$ cat src/rtl/clock_ratio_meter.sv
// ---------------------------------------------------------------------------
// clock_ratio_meter
//
// Purpose:
//   Measures a slow clock (for example a clock_divider output) in the fast
//   clock_in domain. sig_in is synchronised, the number of clock_in cycles
//   between its rising edges is reported as period_out, and each period is
//   checked against EXPECTED_RATIO +/- TOLERANCE. After LOCK_COUNT
//   consecutive in-range periods, locked is raised. If no rising edge
//   arrives for TIMEOUT_CYCLES cycles, timeout is raised. The keypad design
//   uses this block to confirm the scan clock before the scanner starts.
//
// Ports:
//   clock_in    in   1   fast reference clock
//   reset       in   1   asynchronous, active-high
//   sig_in      in   1   slow clock under test, asynchronous to clock_in
//   period_out  out  20  last measured period, in clock_in cycles
//   high_out    out  20  high time of the last measured period
//   meas_valid  out  1   1-cycle pulse: period_out, high_out, in_range updated
//   in_range    out  1   last period within EXPECTED_RATIO +/- TOLERANCE
//   locked      out  1   LOCK_COUNT consecutive in-range periods seen
//   timeout     out  1   no rising edge for TIMEOUT_CYCLES
//
// Configuration:
//   CLOCK_RATIO_METER_DUTY_EN  when defined, the high time of each period is
//   measured and reported on high_out. Otherwise high_out is tied to zero.
// ---------------------------------------------------------------------------
module clock_ratio_meter #(
    parameter int unsigned EXPECTED_RATIO = 50000,
    parameter int unsigned TOLERANCE      = 16,
    parameter int unsigned LOCK_COUNT     = 4,
    parameter int unsigned TIMEOUT_CYCLES = 100000
) (
    input  logic        clock_in,
    input  logic        reset,
    input  logic        sig_in,
    output logic [19:0] period_out,
    output logic [19:0] high_out,
    output logic        meas_valid,
    output logic        in_range,
    output logic        locked,
    output logic        timeout
);

    localparam logic [19:0]        TIMEOUT_VAL = 20'(TIMEOUT_CYCLES);
    localparam logic [3:0]         LOCK_VAL    = 4'(LOCK_COUNT);
    localparam logic signed [20:0] EXP_S       = 21'(EXPECTED_RATIO);
    localparam logic signed [20:0] TOL_S       = 21'(TOLERANCE);

    typedef enum logic [1:0] {
        WAIT_FIRST,
        MEASURE,
        TIMEOUT
    } state_t;

    state_t      state_q, state_d;
    logic        s1_q, s1_d, s2_q, s2_d, s3_q, s3_d;
    logic [19:0] cnt_q, cnt_d;
    logic [19:0] period_q, period_d;
    logic        meas_valid_q, meas_valid_d;
    logic        in_range_q, in_range_d;
    logic        locked_q, locked_d;
    logic        timeout_q, timeout_d;
    logic [3:0]  ok_cnt_q, ok_cnt_d;

    logic               rise, fall;
    logic signed [20:0] diff, abs_diff;
    logic               cnt_in_range;

    // Every edge sees the same synchroniser latency, so rise-to-rise spacing
    // in the s2/s3 domain equals the true period.
    assign rise = s2_q & ~s3_q;
    assign fall = ~s2_q & s3_q;

    // One extra bit keeps the signed difference free of overflow.
    assign diff         = $signed({1'b0, cnt_q}) - EXP_S;
    assign abs_diff     = diff[20] ? -diff : diff;
    assign cnt_in_range = (abs_diff <= TOL_S);

    // State and datapath registers.
    always_ff @(posedge clock_in or posedge reset) begin
        if (reset) begin
            state_q      <= WAIT_FIRST;
            s1_q         <= 1'b0;
            s2_q         <= 1'b0;
            s3_q         <= 1'b0;
            cnt_q        <= '0;
            period_q     <= '0;
            meas_valid_q <= 1'b0;
            in_range_q   <= 1'b0;
            locked_q     <= 1'b0;
            timeout_q    <= 1'b0;
            ok_cnt_q     <= '0;
        end else begin
            state_q      <= state_d;
            s1_q         <= s1_d;
            s2_q         <= s2_d;
            s3_q         <= s3_d;
            cnt_q        <= cnt_d;
            period_q     <= period_d;
            meas_valid_q <= meas_valid_d;
            in_range_q   <= in_range_d;
            locked_q     <= locked_d;
            timeout_q    <= timeout_d;
            ok_cnt_q     <= ok_cnt_d;
        end
    end

    // Next-state logic. When a rise and the timeout limit coincide, the rise
    // wins because the timeout branch requires no rise.
    always_comb begin
        state_d = state_q;
        case (state_q)
            WAIT_FIRST: if (rise) state_d = MEASURE;
            MEASURE:    if (!rise && cnt_q == TIMEOUT_VAL) state_d = TIMEOUT;
            TIMEOUT:    if (rise) state_d = MEASURE;
            default:    state_d = WAIT_FIRST;
        endcase
    end

    // Datapath and output updates. This covers the synchroniser, the cycle
    // counter, measurement capture, the lock counter and the timeout flag.
    always_comb begin
        s1_d         = sig_in;
        s2_d         = s1_q;
        s3_d         = s2_q;
        cnt_d        = cnt_q;
        period_d     = period_q;
        meas_valid_d = 1'b0;
        in_range_d   = in_range_q;
        locked_d     = locked_q;
        timeout_d    = timeout_q;
        ok_cnt_d     = ok_cnt_q;

        // The counter only runs while measuring. It holds at the timeout
        // limit and never wraps.
        if (rise) begin
            cnt_d = 20'd1;
        end else if (state_q == MEASURE && cnt_q != TIMEOUT_VAL && cnt_q != '1) begin
            cnt_d = cnt_q + 20'd1;
        end

        if (state_q == MEASURE && rise) begin
            period_d     = cnt_q;
            meas_valid_d = 1'b1;
            in_range_d   = cnt_in_range;
            if (cnt_in_range) begin
                ok_cnt_d = (ok_cnt_q >= LOCK_VAL) ? LOCK_VAL : ok_cnt_q + 4'd1;
                if (ok_cnt_d == LOCK_VAL) locked_d = 1'b1;
            end else begin
                ok_cnt_d = '0;
                locked_d = 1'b0;
            end
        end else if (state_q == MEASURE && cnt_q == TIMEOUT_VAL) begin
            timeout_d = 1'b1;
            locked_d  = 1'b0;
            ok_cnt_d  = '0;
        end else if (state_q == TIMEOUT && rise) begin
            timeout_d = 1'b0;
        end
    end

    assign period_out = period_q;
    assign meas_valid = meas_valid_q;
    assign in_range   = in_range_q;
    assign locked     = locked_q;
    assign timeout    = timeout_q;

`ifdef CLOCK_RATIO_METER_DUTY_EN
    logic [19:0] hi_cnt_q, hi_cnt_d;
    logic [19:0] hi_lat_q, hi_lat_d;
    logic        fall_seen_q, fall_seen_d;
    logic [19:0] high_q, high_d;

    // High-time registers.
    always_ff @(posedge clock_in or posedge reset) begin
        if (reset) begin
            hi_cnt_q    <= '0;
            hi_lat_q    <= '0;
            fall_seen_q <= 1'b0;
            high_q      <= '0;
        end else begin
            hi_cnt_q    <= hi_cnt_d;
            hi_lat_q    <= hi_lat_d;
            fall_seen_q <= fall_seen_d;
            high_q      <= high_d;
        end
    end

    // The high time is latched at the fall and published at the next rise.
    // If no fall occurs within a period, the whole period is reported as
    // high time.
    always_comb begin
        hi_cnt_d    = hi_cnt_q;
        hi_lat_d    = hi_lat_q;
        fall_seen_d = fall_seen_q;
        high_d      = high_q;

        if (rise) begin
            hi_cnt_d = 20'd1;
        end else if (s2_q && hi_cnt_q != '1) begin
            hi_cnt_d = hi_cnt_q + 20'd1;
        end

        if (fall) begin
            hi_lat_d    = hi_cnt_q;
            fall_seen_d = 1'b1;
        end else if (rise) begin
            fall_seen_d = 1'b0;
        end

        if (state_q == MEASURE && rise) begin
            high_d = fall_seen_q ? hi_lat_q : cnt_q;
        end
    end

    assign high_out = high_q;
`else
    assign high_out = 20'd0;
`endif

endmodule

$ cat config.mk
export PLATFORM = sky130hd
export DESIGN_NAME = clock_ratio_meter
export DESIGN_NICKNAME = d
export VERILOG_FILES = /design/src/rtl/clock_ratio_meter.sv
export SDC_FILE = /design/constraint.sdc
export NUM_CORES = 1
export LEC_CHECK = 0
export BUFFER_PORTS_ARGS = -buffer_cell sky130_fd_sc_hd__buf_2
export CAP_MARGIN = 5
export CORE_MARGIN = 2
export CORE_UTILIZATION = 50
export CTS_CLUSTER_SIZE = 10
export DETAILED_ROUTE_END_ITERATION = 8
export GPL_TIMING_DRIVEN = 0
export PLACE_DENSITY = 0.71
export SLEW_MARGIN = 10
export SYNTH_ARGS = -nofsm -noshare
export SYNTH_HDL_FRONTEND = slang
export SYNTH_SLANG_ARGS = --single-unit
$ cat constraint.sdc
create_clock -name clock_in -period 3.4 [get_ports clock_in]
set_input_delay 0.51 -clock clock_in [delete_from_list [all_inputs] [get_ports clock_in]]
set_output_delay 0.51 -clock clock_in [all_outputs]
set_load 0.1 [all_outputs]
==> impl_metrics.tcl, run 1 <==
set metrics [dict create \
    status "complete, no violations" \
    dp_hpwl_mm 5.80 \
    grt_start_max_net_pins 29 \
    maxSlewHeadroom 0.325 \
    rsz0062_at_grt "no" \
    rows 30 \
    switching_share 0.410 \
    synth_edf_count 0 \
    core-area_um2 6760 \
    clock-sinks 53 \
    fin_util 0.575 \
    fin_crit_sh 0.928 \
    timing.rr.end "ok_cnt_q[0]" \
    synth_area_um2 3460 \
    fin_setup_tns_ns 0 \
    r2r_slack_ns 0.24 \
    dr.first_iter.drc_count 241 \
    grt_pass1_wl_mm 13.0 \
    crit_path_top_delay_cell "dfrtp_1" \
    cp.arrival_ns 3.40 \
    cts_resized 0 \
    cts.path.max_buffers 2 \
    htreeDepth 2 \
    die_h_um 87.2 \
    max_slew.worst_pin.slew_ns 1.00 \
    io_pins 47 \
    ir_drop_v 0.000418 \
    tritoncts.num_buffers 5 \
    n_fill_cell 627 \
    routed_wirelength_mm 7.81 \
    dieArea_um2 7610 \
    pwr-share-comb 0.331 \
    ctsHoldBuffers 0 \
    min_period_ns 3.16 \
    crit_path_end "ok_cnt_q[0]" \
    power.switching_uw 654 \
    cts_root_buf "clkbuf_8" \
    pwr-share-clk 0.227 \
    max_freq_ghz 0.317 \
    hold_viol 0 \
    io_buffers 26 \
    drt_first_pass_iters 5 \
    synthArstFlopShare 1.00 \
    ys_ff_latch 53 \
    viasPerCell 5.65 \
    slew_viol_final 0 \
    area_delta_synth_final_pct 12.1 \
    grt_overflow_total 0 \
    place_congestion 0.879 \
    dpl_cell_area_um2 3780 \
    multi_input_area_um2 1920 \
    cap_violations 0 \
    setup_viol 0 \
    path_clk_slew_ns 0.10 \
    vias 2835 \
    hp-class "in -> async" \
    avgSynthCellArea_um2 9.41 \
    synthDistinctLibCells 65 \
    die_w_um 87.2 \
    p_total_mw 1.59 \
    drc_errors 0 \
    synthCells 368 \
    fin_worst_skew_ns 0.00396 \
    drive_gt1_frac 0.246 \
    regArea_um2 1330 \
    required_ns 3.64 \
    start_util 0.512 \
    ys_seq_area_frac 0.383 \
    postCtsSetupRepairBufs 0 \
    seqPwrFrac 0.442 \
    yosys_warnings 0 \
    critical_path.cell_chain "buf_2 > inv_1 > ha_1 > nand2b_1 > a21oi_4 > o21a_1 > o21ai_0 > o2bb2ai_1 > a2111oi_4 > nand4b_2 > o21ai_1" \
    synth_flop_cell "dfrtp_1" \
    path_class "reg -> reg" \
    p_leak_nw 1.91 \
    powerDensity_nw_per_um2 410 \
    r2r-start "cnt_q[4]" \
    wl_per_cell_um 15.6 \
    final_nets 431 \
    fin_area_um2 3880 \
    whs_ns 0.254 \
    p_int_uw 940 \
    antenna_found_initial 0 \
    slowest_delay_ns 0.40 \
    end_kind "flop" \
    clk_latency_ns 0.31 \
    cts_tree "yes" \
    grtUsageTotal 0.218 \
    crit_start "cnt_q[4]" \
    cp_max_fo 10 \
    ant_nets 0 \
    grt_pass1_vias 2620 \
    critical_path.startpoint_type "flop" \
    reg2reg_depth 11 \
    antenna_cells 0 \
]
cells by family (layout without fill, tap and decap cells):
kind of cell	Yosys count	in the layout	synth area share
other cells	1	20	0.00108
fa+ha+maj	7	7	0.0253
mux	24	24	0.0773
compound gates	62	62	0.136
simple gates	137	137	0.212
xor+xnor	31	31	0.0784
buf+inv	53	88	0.0871
flops	53	53	0.383
cells in the final DEF (no fill, tap or decap), types with 5 or more instances in the layout:
| master | instances |
|---|---|
| a21oi_1 | 10 |
| and2_1 | 5 |
| and3_1 | 7 |
| buf_2 | 41 |
| buf_4 | 21 |
| clkbuf_1 | 6 |
| clkbuf_8 | 5 |
| conb_1 | 20 |
| dfrtp_1 | 53 |
| ha_1 | 7 |
| inv_1 | 8 |
| mux2_2 | 21 |
| nand2_1 | 25 |
| nand2b_1 | 5 |
| nand3_1 | 12 |
| nand4_1 | 6 |
| nor2_1 | 39 |
| nor2b_1 | 5 |
| nor3_1 | 6 |
| o211ai_1 | 5 |
| o21ai_0 | 12 |
| or3_1 | 5 |
| xnor2_1 | 20 |
| xor2_1 | 11 |
layout make-up:
cell class                      instances  share of cell area
Inverter                               10             0.00967
Clock inverter                          2             0.00354
Tap cell                               80              0.0258
Timing Repair Buffer                   27              0.0387
Multi-Input combinational cell        281               0.493
Clock buffer                            6              0.0187
Buffer                                 43              0.0686
Sequential cell                        53               0.342
metal layers:
layer	up-vias	wire length, µm	track usage
met3	14	426	0.0398
met2	82	3670	0.345
met1	1373	3580	0.304
li1	1366	-	-
met4	0	137	0.0741
met5	-	0	0
worst min-delay path by stage:
stage / start / endpoint / slack, ns / cells after the start
6_report: reset / s1_q / 0.25 / 2
4_1_cts: reset / s1_q / 0.28 / 2
5_1_grt: sig_in / s1_q / 0.28 / 1
3_5_place_dp: s1_q / s2_q / 0.34 / 0
2_1_floorplan: s1_q / s2_q / 0.33 / 0
3_3_place_gp: s1_q / s2_q / 0.33 / 0
sequential cells by signal, indices dropped and copies added (netlist names):
name and count:
cnt_q 20, meas_valid 1, ok_cnt_q 4, period_out 20
locked 1, s3_q 1, in_range 1, timeout 1
state_q 2, s1_q 1, s2_q 1
synth_stat cells, drive strengths merged (4+ instances only):
cell type,number,area [µm²]
or3,5,31.3
xnor2,20,175
nor2b,5,31.3
inv,10,37.5
dfrtp,53,1330
xor2,11,96.3
nand4,6,37.5
nand2,25,93.8
ha,7,87.6
buf,36,238
nor4,4,37.5
clkbuf,7,26.3
o21ai,16,91.3
mux2,22,248
nand3,12,60.1
and2,5,31.3
a21oi,12,71.3
nor2,39,146
and3,7,43.8
o211ai,5,37.5
nand2b,5,31.3
nor3,6,30.0
critical path: cells and delay by family (launching register included):
family	cells	cell delay, ns
DFF	1	0.40
AOI/OAI and AO/OA	6	1.47
and+or+nand+nor	2	0.51
buffers and inverters	2	0.39
adders and majority gates	1	0.30
power groups by stage:
stage	Combinational, mW	Clock, mW	Sequential (mW)
after floorplan	0.290	0	0.873
after global placement	0.517	0	0.712
after detailed placement	0.526	0	0.718
after CTS	0.527	0.373	0.705
after global routing	0.562	0.396	0.710
final	0.527	0.362	0.704
metrics by stage:
step	cells	worst slack (ns)
6_report	502	0.244
4_1_cts	502	0.000822
2_1_floorplan	387	0.647
3_3_place_gp	493	0.0391
5_1_grt	502	0.00518
3_5_place_dp	494	0.0307
Note: power is estimated with default switching activity, not from simulation.
==> run 2, diff against run 1 <==
HOLD_SLACK_MARGIN = 0.15   (was not set)
RECOVER_POWER = 50   (was not set)
==> impl_metrics.tcl, run 2 (synthesized netlist as in run 1, its figures left out) <==
set metrics [dict create \
    max_freq_ghz 0.316 \
    dieArea_um2 7610 \
    vias 2834 \
    p_total_mw 1.59 \
    rsz0062_at_grt "no" \
    cts_root_buf "clkbuf_8" \
    setup_viol 0 \
    drc_errors 0 \
    p_int_uw 938 \
    core-area_um2 6760 \
    io_pins 47 \
    grt_pass1_vias 2620 \
    ctsHoldBuffers 0 \
    dp_cells 494 \
    area_delta_synth_final_pct 11.4 \
    io_buffers 26 \
    powerDensity_nw_per_um2 413 \
    fin_setup_tns_ns 0 \
    place_congestion 0.879 \
    rows 30 \
    routed_wirelength_mm 7.81 \
    final_common_cell "dfrtp_1" \
    reg2reg_depth 11 \
    pwr-share-comb 0.330 \
    path_clk_slew_ns 0.10 \
    hold_depth 1 \
    top_layer_used "met4" \
    grtUsageTotal 0.218 \
    required_ns 3.64 \
    status "complete, no violations" \
    maxSlewHeadroom 0.0724 \
    dr_wl_met3_um 419 \
    seqPwrFrac 0.443 \
    cp_max_fo 10 \
    hp-class "in -> reg" \
    grt_pass1_wl_mm 13.0 \
    routed-wl-met2_mm 3.67 \
    antenna_cells 0 \
    wl_per_cell_um 15.6 \
    clk_latency_ns 0.31 \
    instances_no_fill 502 \
    power.switching_uw 654 \
    antenna_found_initial 0 \
    cts_tree "yes" \
    dp_hpwl_mm 5.80 \
    final_cell_mix "dfrtp_1, nor2_1, buf_2" \
    cts.path.max_buffers 2 \
    tritoncts.num_buffers 5 \
    max_slew.worst_pin.slew_ns 1.39 \
    cp.arrival_ns 3.40 \
    start_util 0.512 \
    fin_util 0.571 \
    pwr-share-clk 0.227 \
    cap_violations 0 \
    min_period_ns 3.16 \
    p_leak_nw 1.87 \
    die_h_um 87.2 \
    hold_viol 0 \
    fin_area_um2 3860 \
    slew_viol_final 0 \
    wl_met1_mm 3.55 \
    ir_drop_v 0.000418 \
    grt_start_max_net_pins 29 \
    fin_worst_skew_ns 0.00449 \
    clock-sinks 53 \
    drive_gt1_frac 0.225 \
    htreeDepth 2 \
    drt_first_pass_iters 4 \
    postCtsSetupRepairBufs 0 \
    path_class "reg -> reg" \
    dr.first_iter.drc_count 201 \
    dpl_cell_area_um2 3780 \
    die_w_um 87.2 \
    viasPerCell 5.65 \
    end_kind "flop" \
    final_nets 431 \
    grt_overflow_total 0 \
    switching_share 0.411 \
    fin_crit_sh 0.930 \
    ant_nets 0 \
    critical_path.startpoint_type "flop" \
]
run 2: cell types whose count changed in the layout (fill, tap and decap cells not counted), sizes merged:
cell    delta
buf        -8
clkbuf     +8
run 2: stage by stage:
| stage | setup WS, ns | hold WS [ns] |
|---|---|---|
| finish | 0.239 | 0.300 |
| global route | 0.00518 | 0.284 |
| CTS | 0.000822 | 0.282 |
| detailed placement | 0.0307 | 0.340 |
| global placement | 0.0391 | 0.334 |
| floorplan | 0.647 | 0.331 |
run 2: cell type report:
type,count,area (µm²)
Clock buffer,6,72.6
Inverter,10,37.5
Fill cell,631,2900
Clock inverter,2,13.8
Tap cell,80,100
Multi-Input combinational cell,281,1920
Timing Repair Buffer,27,125
Buffer,43,267
Sequential cell,53,1330
run 2: layer usage:
| metal | up-vias | GRT usage |
|---|---|---|
| met4 | 0 | 0.0741 |
| li1 | 1367 | - |
| met1 | 1369 | 0.304 |
| met3 | 16 | 0.0398 |
| met5 | - | 0 |
| met2 | 82 | 0.345 |
run 2: path summary, 6_finish.rpt:
check | endpoint | startpoint | slack, ns
min in group asynchronous | s1_q | reset | 0.42
setup / recovery | ok_cnt_q[0] | cnt_q[4] | 0.24
max in group asynchronous | cnt_q[8] | reset | 1.18
hold / removal | s1_q | sig_in | 0.30
hold reg to reg | s2_q | s1_q | 0.36
setup reg to reg | ok_cnt_q[0] | cnt_q[4] | 0.24
run 2: critical path: stages, from the launching register on:
cell and delay (ns):
dfrtp_1 0.40, buf_2 0.25, inv_1 0.14, ha_1 0.30, nand2b_1 0.29, a21oi_4 0.34
o21a_1 0.30, o21ai_0 0.12, o2bb2ai_1 0.17, a2111oi_4 0.38, nand4b_2 0.22, o21ai_1 0.18
run 2: power by group through the flow:
stage	Sequential, mW	Clock, mW	Combinational [mW]
2_1_floorplan	0.873	0	0.290
3_3_place_gp	0.712	0	0.517
3_5_place_dp	0.718	0	0.526
4_1_cts	0.705	0.373	0.527
5_1_grt	0.710	0.396	0.559
6_report	0.705	0.362	0.525
run 2: repair_timing:
action                     CTS  global route
hold endpoints to repair     0             0
setup endpoints to repair    0             9
gates resized for setup      0             8
==> run 3, diff against run 2 <==
CORE_ASPECT_RATIO = 1.1   (was not set)
==> impl_metrics.tcl, run 3 (synthesized netlist as in run 1, its figures left out) <==
set metrics [dict create \
    io_pins 47 \
    dp_cells 496 \
    slowest_delay_ns 0.42 \
    status "finished with violations" \
    ir_drop_v 0.000518 \
    powerDensity_nw_per_um2 427 \
    wl_per_cell_um 15.2 \
    antenna_cells 0 \
    slew_viol_final 31 \
    maxSlewHeadroom -0.0609 \
    cp_max_fo 10 \
    io_buffers 26 \
    end_kind "flop" \
    start_util 0.522 \
    rows 31 \
    final_cell_mix "dfrtp_1, nor2_1, buf_2" \
    setup_viol 0 \
    grtUsageTotal 0.213 \
    cap_violations 1 \
    cts_tree "yes" \
    die_h_um 91.3 \
    ant_nets 0 \
    area_delta_synth_final_pct 12.9 \
    grt_pass1_wl_mm 13.1 \
    tritoncts.num_buffers 5 \
    critical_path.cell_chain "clkbuf_2 > inv_1 > ha_2 > or3b_1 > or3_1 > nand2_1 > nand3_1 > mux2_1 > o2bb2ai_1 > nand4b_4 > a21oi_1" \
    grt_overflow_total 0 \
    path_clk_slew_ns 0.10 \
    max_slew.worst_pin.slew_ns 1.59 \
    path_delay_family "simple AND/OR/NAND/NOR gates" \
    setup_slack_ns 0.253 \
    fin_crit_sh 0.926 \
    die_w_um 83.3 \
    dr.first_iter.drc_count 153 \
    place_congestion 0.877 \
    critical_path.startpoint_type "flop" \
    final_nets 432 \
    min_period_ns 3.15 \
    viasPerCell 5.52 \
    drc_errors 0 \
    antenna_found_initial 0 \
    dieArea_um2 7610 \
    path_class "reg -> reg" \
    critical_path_buf_inv_count 2 \
    htreeDepth 2 \
    whs_ns 0.294 \
    cts_root_buf "clkbuf_8" \
    core-area_um2 6630 \
    drt_first_pass_iters 4 \
    post-place-ws_ns 0.0435 \
    clk_latency_ns 0.31 \
    dpl_cell_area_um2 3790 \
    grt_pass1_vias 2604 \
    dp_hpwl_mm 5.89 \
    violations "capacitance limit, slew limit" \
    hp-class "in -> reg" \
    hold_viol 0 \
    drive_gt1_frac 0.227 \
    grt_start_max_net_pins 31 \
    clock-sinks 53 \
    rsz0062_at_grt "no" \
    routed_wirelength_mm 7.66 \
    final_common_cell "dfrtp_1" \
    p_leak_nw 1.89 \
    fin_worst_skew_ns 0.00729 \
    fin_area_um2 3910 \
    n_fill_cell 626 \
    required_ns 3.64 \
    instances_no_fill 505 \
    cp.arrival_ns 3.38 \
    crit_path_top_delay_cell "dfrtp_1" \
    vias 2790 \
    fin_setup_tns_ns 0 \
    max_freq_ghz 0.318 \
    cts.path.max_buffers 2 \
]
==> run 3: cell types whose count changed in the layout (fill, tap and decap cells not counted), sizes merged <==
| cell | delta |
|---|---|
| buf | -1 |
| bufinv | +1 |
| clkbuf | +1 |
| clkinv | -1 |
| inv | +1 |
==> run 3: metrics by stage <==
stage	util	total power, mW
after global routing	0.589	1.75
final	0.589	1.67
after detailed placement	0.571	1.24
after global placement	0.568	1.23
after CTS	0.588	1.69
after floorplan	-	1.16
==> run 3: worst paths after layout <==
kind                           from          to  slack [ns]  cells past startpoint
max                        cnt_q[5]      locked        0.25                     11
min                          sig_in        s1_q        0.29                      1
max reg2reg                cnt_q[5]      locked        0.25                     11
min reg2reg                    s1_q        s2_q        0.36                      0
max in group asynchronous     reset    cnt_q[4]        0.96                      3
min in group asynchronous     reset  state_q[1]        0.36                      2
==> run 3: worst register-to-register path, cell delays in order, from the launching register on <==
cell and delay (ns):
dfrtp_1 0.42, clkbuf_2 0.24, inv_1 0.14, ha_2 0.25
or3b_1 0.39, or3_1 0.39, nand2_1 0.17, nand3_1 0.11
mux2_1 0.32, o2bb2ai_1 0.30, nand4b_4 0.16, a21oi_1 0.19
==> run 3: power by group <==
part	total (mW)	switching [mW]	internal (mW)	leakage, nW
clock network	0.447	0.222	0.225	0.0591
registers	0.707	0.0332	0.674	0.713
logic	0.515	0.401	0.114	1.12
total	1.67	0.655	1.01	1.89
==> run 3: layout make-up <==
cell class	instances	area (µm²)	share of cell area
inverters	10	37.5	0.00960
clock buffers	5	68.8	0.0176
flip-flops and latches	53	1330	0.340
clock inverters	3	47.5	0.0122
repair buffers	29	139	0.0355
well taps	82	103	0.0262
multi-input cells	281	1920	0.492
plain buffers	42	262	0.0669
==> run 3: timing repair <==
item / 4_1_cts / 5_1_grt
setup endpoints to repair: 1 / 3
setup buffers: 0 / 2
hold buffers: 0 / 0
pin swaps: 0 / 1
gates resized for setup: 1 / 4
==> run 3: per-layer routing <==
metal | vias to the layer above | track usage | wire (µm)
li1 | 1363 | - | -
met1 | 1340 | 0.293 | 3400
met2 | 78 | 0.352 | 3760
met3 | 9 | 0.0373 | 402
met4 | 0 | 0.0492 | 103
met5 | - | 0 | 0
